==> config.mk <==
export PLATFORM = sky130hd
export DESIGN_NAME = fetch_unit_flat
export DESIGN_NICKNAME = d
export VERILOG_FILES = /design/src/rtl/fetch_unit_if.sv /design/src/rtl/fetch_unit.sv /design/src/flat_wrapper.sv
export SDC_FILE = /design/constraint.sdc
export NUM_CORES = 1
export LEC_CHECK = 0
export CAP_MARGIN = 0
export CORE_AREA = 2 2 170 172
export CTS_CLUSTER_SIZE = 14
export DETAILED_ROUTE_END_ITERATION = 6
export DIE_AREA = 0 0 172 174
export DONT_BUFFER_PORTS = 1
export GPL_ROUTABILITY_DRIVEN = 1
export PLACE_DENSITY_LB_ADDON = 0.15
export SLEW_MARGIN = 20
export SYNTH_ARGS = -nofsm -noshare
export SYNTH_HDL_FRONTEND = slang
export SYNTH_SLANG_ARGS = --single-unit
==> constraint.sdc <==
create_clock -name clk -period 5.1 [get_ports clk]
set_clock_uncertainty 0.15 [all_clocks]
set_input_delay 1.275 -clock clk [delete_from_list [all_inputs] [get_ports clk]]
set_output_delay 1.275 -clock clk [all_outputs]
set_load 0.01 [all_outputs]
==> src/rtl/fetch_unit_if.sv <==
// rtl/fetch_unit_if.sv - fetch stage bundle: imem request/response, decode stream, redirect
interface fetch_unit_if #(
    parameter int XLEN = 32
) ();
    logic            imem_req_valid;
    logic            imem_req_ready;
    logic [XLEN-1:0] imem_req_addr;
    logic            imem_rsp_valid;
    logic [31:0]     imem_rsp_data;
    logic            dec_valid;
    logic            dec_ready;
    logic [31:0]     dec_inst;
    logic [XLEN-1:0] dec_pc;
    logic            redirect_valid;
    logic [XLEN-1:0] redirect_pc;

    modport master (
        output imem_req_valid, imem_req_addr, dec_valid, dec_inst, dec_pc,
        input  imem_req_ready, imem_rsp_valid, imem_rsp_data, dec_ready,
               redirect_valid, redirect_pc
    );

    modport slave (
        input  imem_req_valid, imem_req_addr, dec_valid, dec_inst, dec_pc,
        output imem_req_ready, imem_rsp_valid, imem_rsp_data, dec_ready,
               redirect_valid, redirect_pc
    );
endinterface

==> src/rtl/fetch_unit.sv <==
// rtl/fetch_unit.sv - PC owner, imem requester and prefetch FIFO; optional FETCH_JAL_PREDICT_EN
module fetch_unit #(
    parameter int              XLEN       = 32,
    parameter logic [XLEN-1:0] RESET_PC   = {XLEN{1'b0}},
    parameter int              FIFO_DEPTH = 4
) (
    input  logic         clk,
    input  logic         rst,
    fetch_unit_if.master bus
);
    localparam int AW = $clog2(FIFO_DEPTH);
    localparam int CW = AW + 1;
    localparam logic [CW:0] DEPTH_V = (CW + 1)'(FIFO_DEPTH);

    logic [XLEN-1:0] pc;
    logic [31:0]     fifo_inst [FIFO_DEPTH];
    logic [XLEN-1:0] fifo_pc   [FIFO_DEPTH];
    logic [AW-1:0]   f_rd, f_wr;
    logic [CW-1:0]   f_cnt;
    logic [XLEN-1:0] pcq [FIFO_DEPTH];
    logic [AW-1:0]   q_rd, q_wr;
    logic [CW-1:0]   outstanding, drop_cnt;
    logic            skip_issue;

    logic            req_fire, rsp_keep, dec_fire, jal_hit;
    logic [XLEN-1:0] rsp_pc, pc_next;
    logic [CW-1:0]   outst_next, drop_next;

    // Slots in flight or buffered bound issue, so a response can never find the FIFO full
    assign bus.imem_req_valid = !rst && !bus.redirect_valid && !skip_issue &&
                                (({1'b0, f_cnt} + {1'b0, outstanding}) < DEPTH_V);
    assign bus.imem_req_addr  = pc;
    assign bus.dec_valid      = (f_cnt != '0);
    assign bus.dec_inst       = bus.dec_valid ? fifo_inst[f_rd] : 32'h0;
    assign bus.dec_pc         = bus.dec_valid ? fifo_pc[f_rd]   : {XLEN{1'b0}};

    assign req_fire = bus.imem_req_valid && bus.imem_req_ready;
    assign dec_fire = bus.dec_valid && bus.dec_ready;
    assign rsp_pc   = pcq[q_rd];
    assign rsp_keep = bus.imem_rsp_valid && !bus.redirect_valid && (drop_cnt == '0);

`ifdef FETCH_JAL_PREDICT_EN
    logic [XLEN-1:0] jal_imm;
    assign jal_hit = rsp_keep && (bus.imem_rsp_data[6:0] == 7'b1101111);
    assign jal_imm = {{(XLEN-21){bus.imem_rsp_data[31]}}, bus.imem_rsp_data[31],
                      bus.imem_rsp_data[19:12], bus.imem_rsp_data[20],
                      bus.imem_rsp_data[30:21], 1'b0};

    // A taken JAL blocks the issue slot right after it so the new PC is fetched cleanly
    always_ff @(posedge clk) begin
        if (rst) skip_issue <= 1'b0;
        else     skip_issue <= jal_hit;
    end
`else
    assign jal_hit    = 1'b0;
    assign skip_issue = 1'b0;
`endif

    // Next PC and drop count: external redirect beats JAL, which beats sequential advance
    always_comb begin
        outst_next = outstanding + CW'(req_fire) - CW'(bus.imem_rsp_valid);
        pc_next    = pc;
        drop_next  = drop_cnt;
        if (req_fire) pc_next = pc + XLEN'(4);
        if (bus.imem_rsp_valid && (drop_cnt != '0)) drop_next = drop_cnt - CW'(1);
`ifdef FETCH_JAL_PREDICT_EN
        if (jal_hit) begin
            pc_next   = rsp_pc + jal_imm;
            drop_next = outst_next;
        end
`endif
        if (bus.redirect_valid) begin
            pc_next   = bus.redirect_pc & ~XLEN'(3);
            drop_next = outst_next;
        end
    end

    // Control state: PC, FIFO/queue pointers and counts
    always_ff @(posedge clk) begin
        if (rst) begin
            pc          <= RESET_PC;
            f_rd        <= '0;
            f_wr        <= '0;
            f_cnt       <= '0;
            q_rd        <= '0;
            q_wr        <= '0;
            outstanding <= '0;
            drop_cnt    <= '0;
        end else begin
            pc          <= pc_next;
            outstanding <= outst_next;
            drop_cnt    <= drop_next;
            if (req_fire)           q_wr <= q_wr + AW'(1);
            if (bus.imem_rsp_valid) q_rd <= q_rd + AW'(1);
            if (bus.redirect_valid) begin
                f_rd  <= f_wr;
                f_cnt <= '0;
            end else begin
                if (rsp_keep) f_wr <= f_wr + AW'(1);
                if (dec_fire) f_rd <= f_rd + AW'(1);
                f_cnt <= f_cnt + CW'(rsp_keep) - CW'(dec_fire);
            end
        end
    end

    // Storage arrays: empty slots are never observed, so they carry no reset
    always_ff @(posedge clk) begin
        if (req_fire) pcq[q_wr] <= pc;
        if (rsp_keep) begin
            fifo_inst[f_wr] <= bus.imem_rsp_data;
            fifo_pc[f_wr]   <= rsp_pc;
        end
    end
endmodule
==> src/flat_wrapper.sv <==
// flat-port wrapper written by rule: the top's interface ports become plain ports
module fetch_unit_flat 
#(
    parameter int              XLEN       = 32,
    parameter logic [XLEN-1:0] RESET_PC   = {XLEN{1'b0}},
    parameter int              FIFO_DEPTH = 4
)
  (clk, rst, bus_imem_req_valid, bus_imem_req_addr, bus_dec_valid, bus_dec_inst, bus_dec_pc, bus_imem_req_ready, bus_imem_rsp_valid, bus_imem_rsp_data, bus_dec_ready, bus_redirect_valid, bus_redirect_pc);
  fetch_unit_if #(.XLEN(XLEN)) bus_i ();
  input  logic clk;
  input  logic rst;
  output wire logic [$bits(bus_i.imem_req_valid)-1:0] bus_imem_req_valid;
  output wire logic [$bits(bus_i.imem_req_addr)-1:0] bus_imem_req_addr;
  output wire logic [$bits(bus_i.dec_valid)-1:0] bus_dec_valid;
  output wire logic [$bits(bus_i.dec_inst)-1:0] bus_dec_inst;
  output wire logic [$bits(bus_i.dec_pc)-1:0] bus_dec_pc;
  input wire logic [$bits(bus_i.imem_req_ready)-1:0] bus_imem_req_ready;
  input wire logic [$bits(bus_i.imem_rsp_valid)-1:0] bus_imem_rsp_valid;
  input wire logic [$bits(bus_i.imem_rsp_data)-1:0] bus_imem_rsp_data;
  input wire logic [$bits(bus_i.dec_ready)-1:0] bus_dec_ready;
  input wire logic [$bits(bus_i.redirect_valid)-1:0] bus_redirect_valid;
  input wire logic [$bits(bus_i.redirect_pc)-1:0] bus_redirect_pc;
  assign bus_imem_req_valid = bus_i.imem_req_valid;
  assign bus_imem_req_addr = bus_i.imem_req_addr;
  assign bus_dec_valid = bus_i.dec_valid;
  assign bus_dec_inst = bus_i.dec_inst;
  assign bus_dec_pc = bus_i.dec_pc;
  assign bus_i.imem_req_ready = bus_imem_req_ready;
  assign bus_i.imem_rsp_valid = bus_imem_rsp_valid;
  assign bus_i.imem_rsp_data = bus_imem_rsp_data;
  assign bus_i.dec_ready = bus_dec_ready;
  assign bus_i.redirect_valid = bus_redirect_valid;
  assign bus_i.redirect_pc = bus_redirect_pc;
  fetch_unit #(.XLEN(XLEN), .RESET_PC(RESET_PC), .FIFO_DEPTH(FIFO_DEPTH)) u_core (.clk(clk), .rst(rst), .bus(bus_i));
endmodule
### Yosys cells after proc, flatten, opt, wreduce, memory -nomap -nowiden

Memories as Yosys holds them, arrays and structs flattened. A register that Yosys moved wholly into a read port is not among the register bits.
Cells that the tools add are included.

| operators by class | value |
|---|---|
| add/subtract/negate cells | 11 |
| $lt $le $gt $ge | 1 |
| muxes and demuxes | 18 |
| bitwise operators | 1 |
| reductions and logical operators | 17 |

Operators by type and width:

| cell | number |
|---|---|
| $mux W32 | 4 |
| $add A32 B3 Y32 const B | 1 |
| $mux W2 | 8 |
| $add A2 B1 Y2 const B | 4 |
| $logic_and A1 B1 Y1 | 7 |
| $add A3 B1 Y3 | 2 |
| $mux W3 | 2 |
| $reduce_bool A2 Y1 | 3 |
| $reduce_bool A3 Y1 | 2 |
| $sub A3 B1 Y3 | 2 |
| $add A3 B3 Y4 | 1 |
| $lt A4 B3 Y1 const B | 1 |
| $mux W1 | 4 |
| $logic_not A3 Y1 | 1 |
| $sub A3 B1 Y3 const B | 1 |
| $logic_not A1 Y1 | 2 |
| $reduce_and A2 Y1 | 1 |
| $reduce_or A2 Y1 | 1 |
| $not A1 Y1 | 1 |

| storage, ports and cells | value |
|---|---|
| register bits after elaboration | 49 |
| memory bits (writable) | 384 |
| input bits | 70 |
| memories kept | 3 |

Memory list:

| name | words | bits a word | read ports | clocked after Yosys merged registers in | write ports | RTL line | RTL |
|---|---|---|---|---|---|---|---|
| u_core.fifo_inst | 4 | 32 | 1 | 1 | 1 | fetch_unit.sv:16 | `logic [31:0] fifo_inst [FIFO_DEPTH];` |
| u_core.fifo_pc | 4 | 32 | 1 | 1 | 1 | fetch_unit.sv:17 | `logic [XLEN-1:0] fifo_pc [FIFO_DEPTH];` |
| u_core.pcq | 4 | 32 | 1 | 1 | 1 | fetch_unit.sv:20 | `logic [XLEN-1:0] pcq [FIFO_DEPTH];` |

### Depth between registers and ports, before layout

Gate-level depths: netlist of the first run.

| depth | value |
|---|---|
| word-level depth | 7 |
| gate-level depth with buffers | 10 |
| depth with buffers taken out | 9 |

### Worst setup path before layout of the first run

OpenSTA, ideal clock, no wires.

| path | value |
|---|---|
| path kind | input to register |
| start | input bus_redirect_valid |
| end | memory u_core.fifo_inst[1][0], enable pin |
| setup time | 0.426 ns |
| arrival time | 3.413 ns |
| required time | 4.524 ns |
| path slack | 1.111 ns |
| cell stages on the path | 5 |
| cells stage by stage | clkbuf_1 -> inv_1 -> and4_1 -> clkbuf_1 -> and2_1 |

| on the way | value |
|---|---|
| longest elaborated chain between the ends | 5 |

Ends and longest elaborated chain:

| what | RTL line | RTL |
|---|---|---|
| start: declaration | flat_wrapper.sv:21 | `input wire logic [$bits(bus_i.redirect_valid)-1:0] bus_redirect_valid;` |
| $logic_not A1 Y1 | fetch_unit.sv:40 | `assign rsp_keep = bus.imem_rsp_valid && !bus.redirect_valid && (drop_cnt == '0);` |
| $logic_and A1 B1 Y1 (2 in a row) | fetch_unit.sv:40 |  |
| $mux W1 | fetch_unit.sv:109 | `if (rsp_keep) begin` |
| $mux W1 (not written as such) | fetch_unit.sv:110 | `fifo_inst[f_wr] <= bus.imem_rsp_data;` |
| end: declaration | fetch_unit.sv:16 |  |

Every way passes these cells.

==> results.cfg, run 1 <==
[routing]
vias = 8066
drc = 0
detail_route.wl_per_cell_um = 22.9
vias_per_cell = 6.02
drt-total-wl_mm = 30.7
drtPass1Iterations = 5
drtIter0Drc = 591
drtAntennaViolNets = 0

[cts]
clockBufferDepth = 3
cts_hold_buf = 0
post-cts-setup-buffers = 0
clockRootBuffer = clkbuf_16
insertion_delay_ps = 520
cts_buffers = 40
cts_resized = 0
cts_sinks = 419
cts_tree = done
path_clk_slew_ps = 60
htreeDepth = 2

[layout]
area_growth_pct = 9.92
instances_no_fill = 1339
drive_gt1_share_pct = 19.4
fin_area_mm2 = 0.0182
n_antenna_cell = 0
nets = 1017

[yosys]
syn_inst = 915
synth_ff_type = edfxtp_1
synth_seq_cells = 419
synth_edf_count = 368
yosysSeqAreaShare_pct = 72.9
yosysWarnings = 0
synth_area_per_cell_um2 = 18.1
synth_cell_type_count = 54
syn_area_mm2 = 0.0166
async_flop_share_pct = 0

[placement]
dp_hpwl_mm = 19.5
dp_cells = 1270
place_congestion = 0.854
dp_slack_ps = 1170
place_area_mm2 = 0.0170
portBuffers = 0

[floorplan]
pin_count = 168
core_mm2 = 0.0282
rows = 62
die_w_um = 172
die_area_mm2 = 0.0299
fp.dieH_um = 174
start_util_pct = 58.7

[timing]
slew_violations = 0
fin_ws_ps = 1190
finalCritPeriodShare_pct = 76.7
setup_viol = 0
rsz0062_at_grt = false
fmax_mhz = 256
tightest_slew_ps = 839
max_slew_margin_pct = 43.9
fin_crit_ps = 3910
finalSetupTns_ps = 0
hold_violations = 0

[hold_path]
min_to = u_core.q_wr[1]
hold_class = reg -> reg
holdCritStartpoint = u_core.q_wr[1]
min_path_cells = 2

[global_route]
grt_max_degree = 66
grt_pass1_vias = 8617
grt_overflow = 0
antenna_found_initial = 0
track_usage_pct = 21.1
grt_pass1_wl_mm = 48.0

[status]
outcome = completed

[worst_setup_path]
path_cells = buf_12, mux4_2, and2_1
critPathMaxFanout = 32
ff2ff_path_depth = 9
cp-start-kind = flip-flop
required_ps = 3670
cp-end-kind = primary output
worstPathArrival_ps = 2490
ff2ff_setup_slack_ps = 2190
slowest_stage = dfxtp_4
critPathMaxStageDelay_ps = 790
worstSetupPathType = reg -> out
worstReg2RegEnd = u_core.bus.imem_req_addr[25]
r2r_start = u_core.f_cnt[1]

[power_and_ir_drop]
powerDensity_mw_per_mm2 = 406
ir_drop_uv = 216
cellLeakagePower_uw = 0.00580

[run]
drv_cap = 0
[final cells by class]
cell class / count / area [um2]
flip-flops and latches: 419 / 12100
inverters: 24 / 90.1
clock inverters: 15 / 73.8
repair buffers: 20 / 163
clock buffers: 54 / 1130
multi-input cells: 423 / 4200
well taps: 384 / 480
fillers: 1984 / 10000
[where the power goes]
| part | switching, uW | internal, uW | total [uW] |
|---|---|---|---|
| clock network | 1160 | 1540 | 2710 |
| logic | 358 | 284 | 642 |
| registers | 121 | 3910 | 4030 |
| total | 1640 | 5740 | 7380 |
[layer usage]
layer / up-vias / global-route usage (%) / share of wire, %
li1: 3617 / - / -
met1: 4163 / 27.8 / 41
met2: 240 / 35.9 / 50
met3: 46 / 5.01 / 6.9
met4: 0 / 5.11 / 1.9
met5: - / 0 / 0
[worst max path at each step]
stage / slack (ps) / end / from
5_1_grt: 1030 / bus_dec_pc[3] / flip-flop
6_report: 1190 / bus_dec_pc[3] / flip-flop
3_5_place_dp: 1170 / u_core.fifo_inst[0][29] / bus_redirect_valid
3_3_place_gp: 1230 / u_core.fifo_inst[0][29] / bus_redirect_valid
2_1_floorplan: 1110 / u_core.fifo_inst[1][0] / bus_redirect_valid
4_1_cts: 1110 / bus_dec_pc[3] / flip-flop
[state kept, by name (all words and copies together) (netlist names), named ones only]
register                  flops
u_core.pcq                  120
u_core.f_cnt                  3
u_core.fifo_inst            128
u_core.f_wr                   2
u_core.outstanding            3
u_core.drop_cnt               3
u_core.f_rd                   2
u_core.q_rd                   2
u_core.q_wr                   2
u_core.fifo_pc              120
u_core.bus.imem_req_addr     30
[kinds of logic after synthesis]
group                      Yosys count  synth area share (%)
xor gates and xnor gates            12                 0.634
other                                1                0.0226
and+or+nand+nor                    208                  7.02
DFF                                419                  72.9
adders and majority gates           19                  1.53
muxes                               99                  13.0
buffers and inverters               76                  1.93
AOI/OAI and AO/OA                   81                  3.03
[cell usage after synthesis, types with 10 or more instances]
cell type,number,area [um2]
a21oi_1,28,140
a31oi_1,16,100
and2_1,78,488
clkbuf_1,32,120
dfxtp_1,51,1020
edfxtp_1,368,11100
ha_1,17,213
inv_1,23,86.3
mux4_2,92,2070
nand2_1,37,139
nand3_1,14,70.1
nor2_1,30,113
nor3_1,10,50.1
o21ai_0,12,60.1
xnor2_1,11,96.3
[worst max-delay path: cells and delay by family, from the launching register on]
| kind | cells | cell delay, ps |
|---|---|---|
| flops | 1 | 790 |
| buf+inv | 1 | 350 |
| mux | 1 | 560 |
| simple gates | 1 | 210 |
[stage by stage]
step | hold slack (ps) | utilization [%] | total power, uW
final | 356 | 64.5 | 7380
after detailed placement | 353 | 60.2 | 4760
after floorplan | 319 | - | 4590
after global routing | 401 | 64.5 | 7650
after global placement | 323 | 60.2 | 4730
after CTS | 361 | 64.5 | 7460
[placed cells by master, fill, tap and decap left out, drive strengths merged, types with 12 or more instances in the layout]
cell type and count:
o21ai 12, nand2 37, ha 17, edfxtp 368, mux4 92, dfxtp 51
clkbuf 54, a31oi 16, nor2 30, and2 80, inv 24, clkinv 12
buf 20, nand3 15, a21oi 28
No activity file was read; power rests on OpenSTA's default activity.
==> run 2, diff against run 1 <==
==> constraint.sdc (replaced) <==
create_clock -name clk -period 4 [get_ports clk]
set_clock_uncertainty 0.15 [all_clocks]
set_input_delay 1 -clock clk [delete_from_list [all_inputs] [get_ports clk]]
set_output_delay 1 -clock clk [all_outputs]
set_load 0.01 [all_outputs]
==> run 2 against run 1 <==
  * Final cell count rose by 0.52%
  * Sequential share of layout area is 0.76 points lower
  * Clock-buffer cell count down 1
  * Combinational power rose by 29%
  * Wire length is 2.5% higher
  * Worst setup slack got worse by 760 ps
  * Critical endpoint is now bus_dec_pc[9]
  * Critical path type unchanged
  * Clock power up 39%
  * Power up 32%
  * Critical path depth unchanged
  * Via count up 1.3%
  * First-iteration DRC count increased by 20%
==> results.cfg, run 2 (same netlist as run 1, synthesis figures left out) <==
[global_route]
grt_overflow = 0
grt_pass1_vias = 8660
track_usage_pct = 21.3
grt_pass1_wl_mm = 48.3
antenna_found_initial = 0
grt_max_degree = 66

[status]
outcome = completed

[power_and_ir_drop]
ir_drop_uv = 336
cellLeakagePower_uw = 0.00590
power_uw = 9740
powerDensity_mw_per_mm2 = 529

[timing]
fin_crit_ps = 3570
timing.hold.ws_ps = 363
max_slew_margin_pct = 33.7
tightest_slew_ps = 991
fmax_mhz = 280
finalCritPeriodShare_pct = 89.3
rsz0062_at_grt = false
setup_viol = 0
fin_ws_ps = 429
finalSetupTns_ps = 0
hold_violations = 0
slew_violations = 0

[cts]
cts_tree = done
cts_hold_buf = 0
insertion_delay_ps = 520
cts_resized = 0
cts_sinks = 419
post-cts-setup-buffers = 0
htreeDepth = 2
cts_buffers = 43
clockRootBuffer = clkbuf_16
clockBufferDepth = 3
path_clk_slew_ps = 60

[hold_path]
holdCritStartpoint = u_core.q_wr[1]
min_path_cells = 2
min_to = u_core.q_wr[1]
hold_class = reg -> reg

[worst_setup_path]
worstPathArrival_ps = 2420
r2r_start = u_core.bus.imem_req_addr[3]
worstSetupPathType = reg -> out
critPathMaxFanout = 23
ff2ff_path_depth = 6
cp-end-kind = primary output
ff2ff_setup_slack_ps = 1100
worstReg2RegEnd = u_core.bus.imem_req_addr[26]
cp-start-kind = flip-flop
required_ps = 2850

[floorplan]
pin_count = 168
core_mm2 = 0.0282
die_w_um = 172
start_util_pct = 58.7
fp.dieH_um = 174
die_area_mm2 = 0.0299
rows = 62

[layout]
final_common_cell = edfxtp_1
regMostFlops = u_core.fifo_inst
nets = 1022
n_antenna_cell = 0
fillers = 1922
area_growth_pct = 11.2
layout_common_cells = 368 x edfxtp_1, 92 x mux4_2, 74 x and2_1
largestRegisters = u_core.fifo_inst: 128 flops, u_core.fifo_pc: 120 flops, u_core.pcq: 120 flops
largest_reg_flops = 128
drive_gt1_share_pct = 20.1
instances_no_fill = 1346

[routing]
drtIter0Drc = 712
drt-total-wl_mm = 31.4
vias_per_cell = 6.07
drtAntennaViolNets = 0
vias = 8168
drtPass1Iterations = 5
detail_route.wl_per_cell_um = 23.3
drc = 0

[placement]
dp_cells = 1272
dp_hpwl_mm = 19.6
dp_slack_ps = 867
place_congestion = 0.842
portBuffers = 0

[run]
drv_cap = 0
run 2: cell count changes in the layout (fill, tap and decap cells not counted), moves of 3 or more:
cell,previous run,this run
buf_4,19,16
clkbuf_16,42,45
buf_12,1,6
clkbuf_8,3,0
bufinv_16,0,3
run 2: per-layer routing:
layer / global-route usage [%] / vias to the layer above / wire, um
met5: 0 / - / 0
met4: 6.79 / 0 / 727
met3: 5.78 / 53 / 2350
met2: 35.4 / 304 / 15600
met1: 27.5 / 4173 / 12700
li1: - / 3638 / -
run 2: critical path: stages (launching register included):
cell,delay (ps)
dfxtp_4,690
buf_4,400
mux4_2,580
and2_1,220
run 2: per-stage QoR:
step | cell area [um2] | utilization [%]
after global routing | 18400 | 65.2
final | 18400 | 65.2
after detailed placement | 17100 | 60.5
after global placement | 17100 | 60.5
after floorplan | 16600 | -
after CTS | 18400 | 65.2
run 2: power by group:
group / switching, uW / internal, uW
Combinational: 455 / 372
Sequential: 160 / 4990
Clock: 1530 / 2240
run 2: worst max path at each step:
stage | start | end | slack [ps]
6_report | flip-flop | bus_dec_pc[9] | 430
5_1_grt | flip-flop | bus_dec_pc[9] | 280
4_1_cts | flip-flop | bus_dec_pc[9] | 310
3_5_place_dp | rst | u_core.pcq[1][5] | 870
3_3_place_gp | flip-flop | bus_dec_pc[9] | 900
2_1_floorplan | bus_redirect_valid | u_core.fifo_inst[1][0] | 290
run 2: area by class of cell:
cell class / count / area (um2) / area share [%]
Sequential cell: 419 / 12100 / 65.6
Multi-Input combinational cell: 423 / 4190 / 22.8
Clock buffer: 53 / 1160 / 6.28
Tap cell: 384 / 480 / 2.61
Timing Repair Buffer: 22 / 240 / 1.30
Clock inverter: 21 / 181 / 0.985
Inverter: 24 / 90.1 / 0.489
==> run 3, diff against run 2 <==
--- a/config.mk
+++ b/config.mk
@@ -7,7 +7,7 @@
 export LEC_CHECK = 0
 export CAP_MARGIN = 0
 export CORE_AREA = 2 2 170 172
-export CTS_CLUSTER_SIZE = 14
+export CTS_CLUSTER_SIZE = 40
 export DETAILED_ROUTE_END_ITERATION = 6
 export DIE_AREA = 0 0 172 174
 export DONT_BUFFER_PORTS = 1
==> results of run 3 <==
Final layout, timing and power as in run 2 (identical DEF).
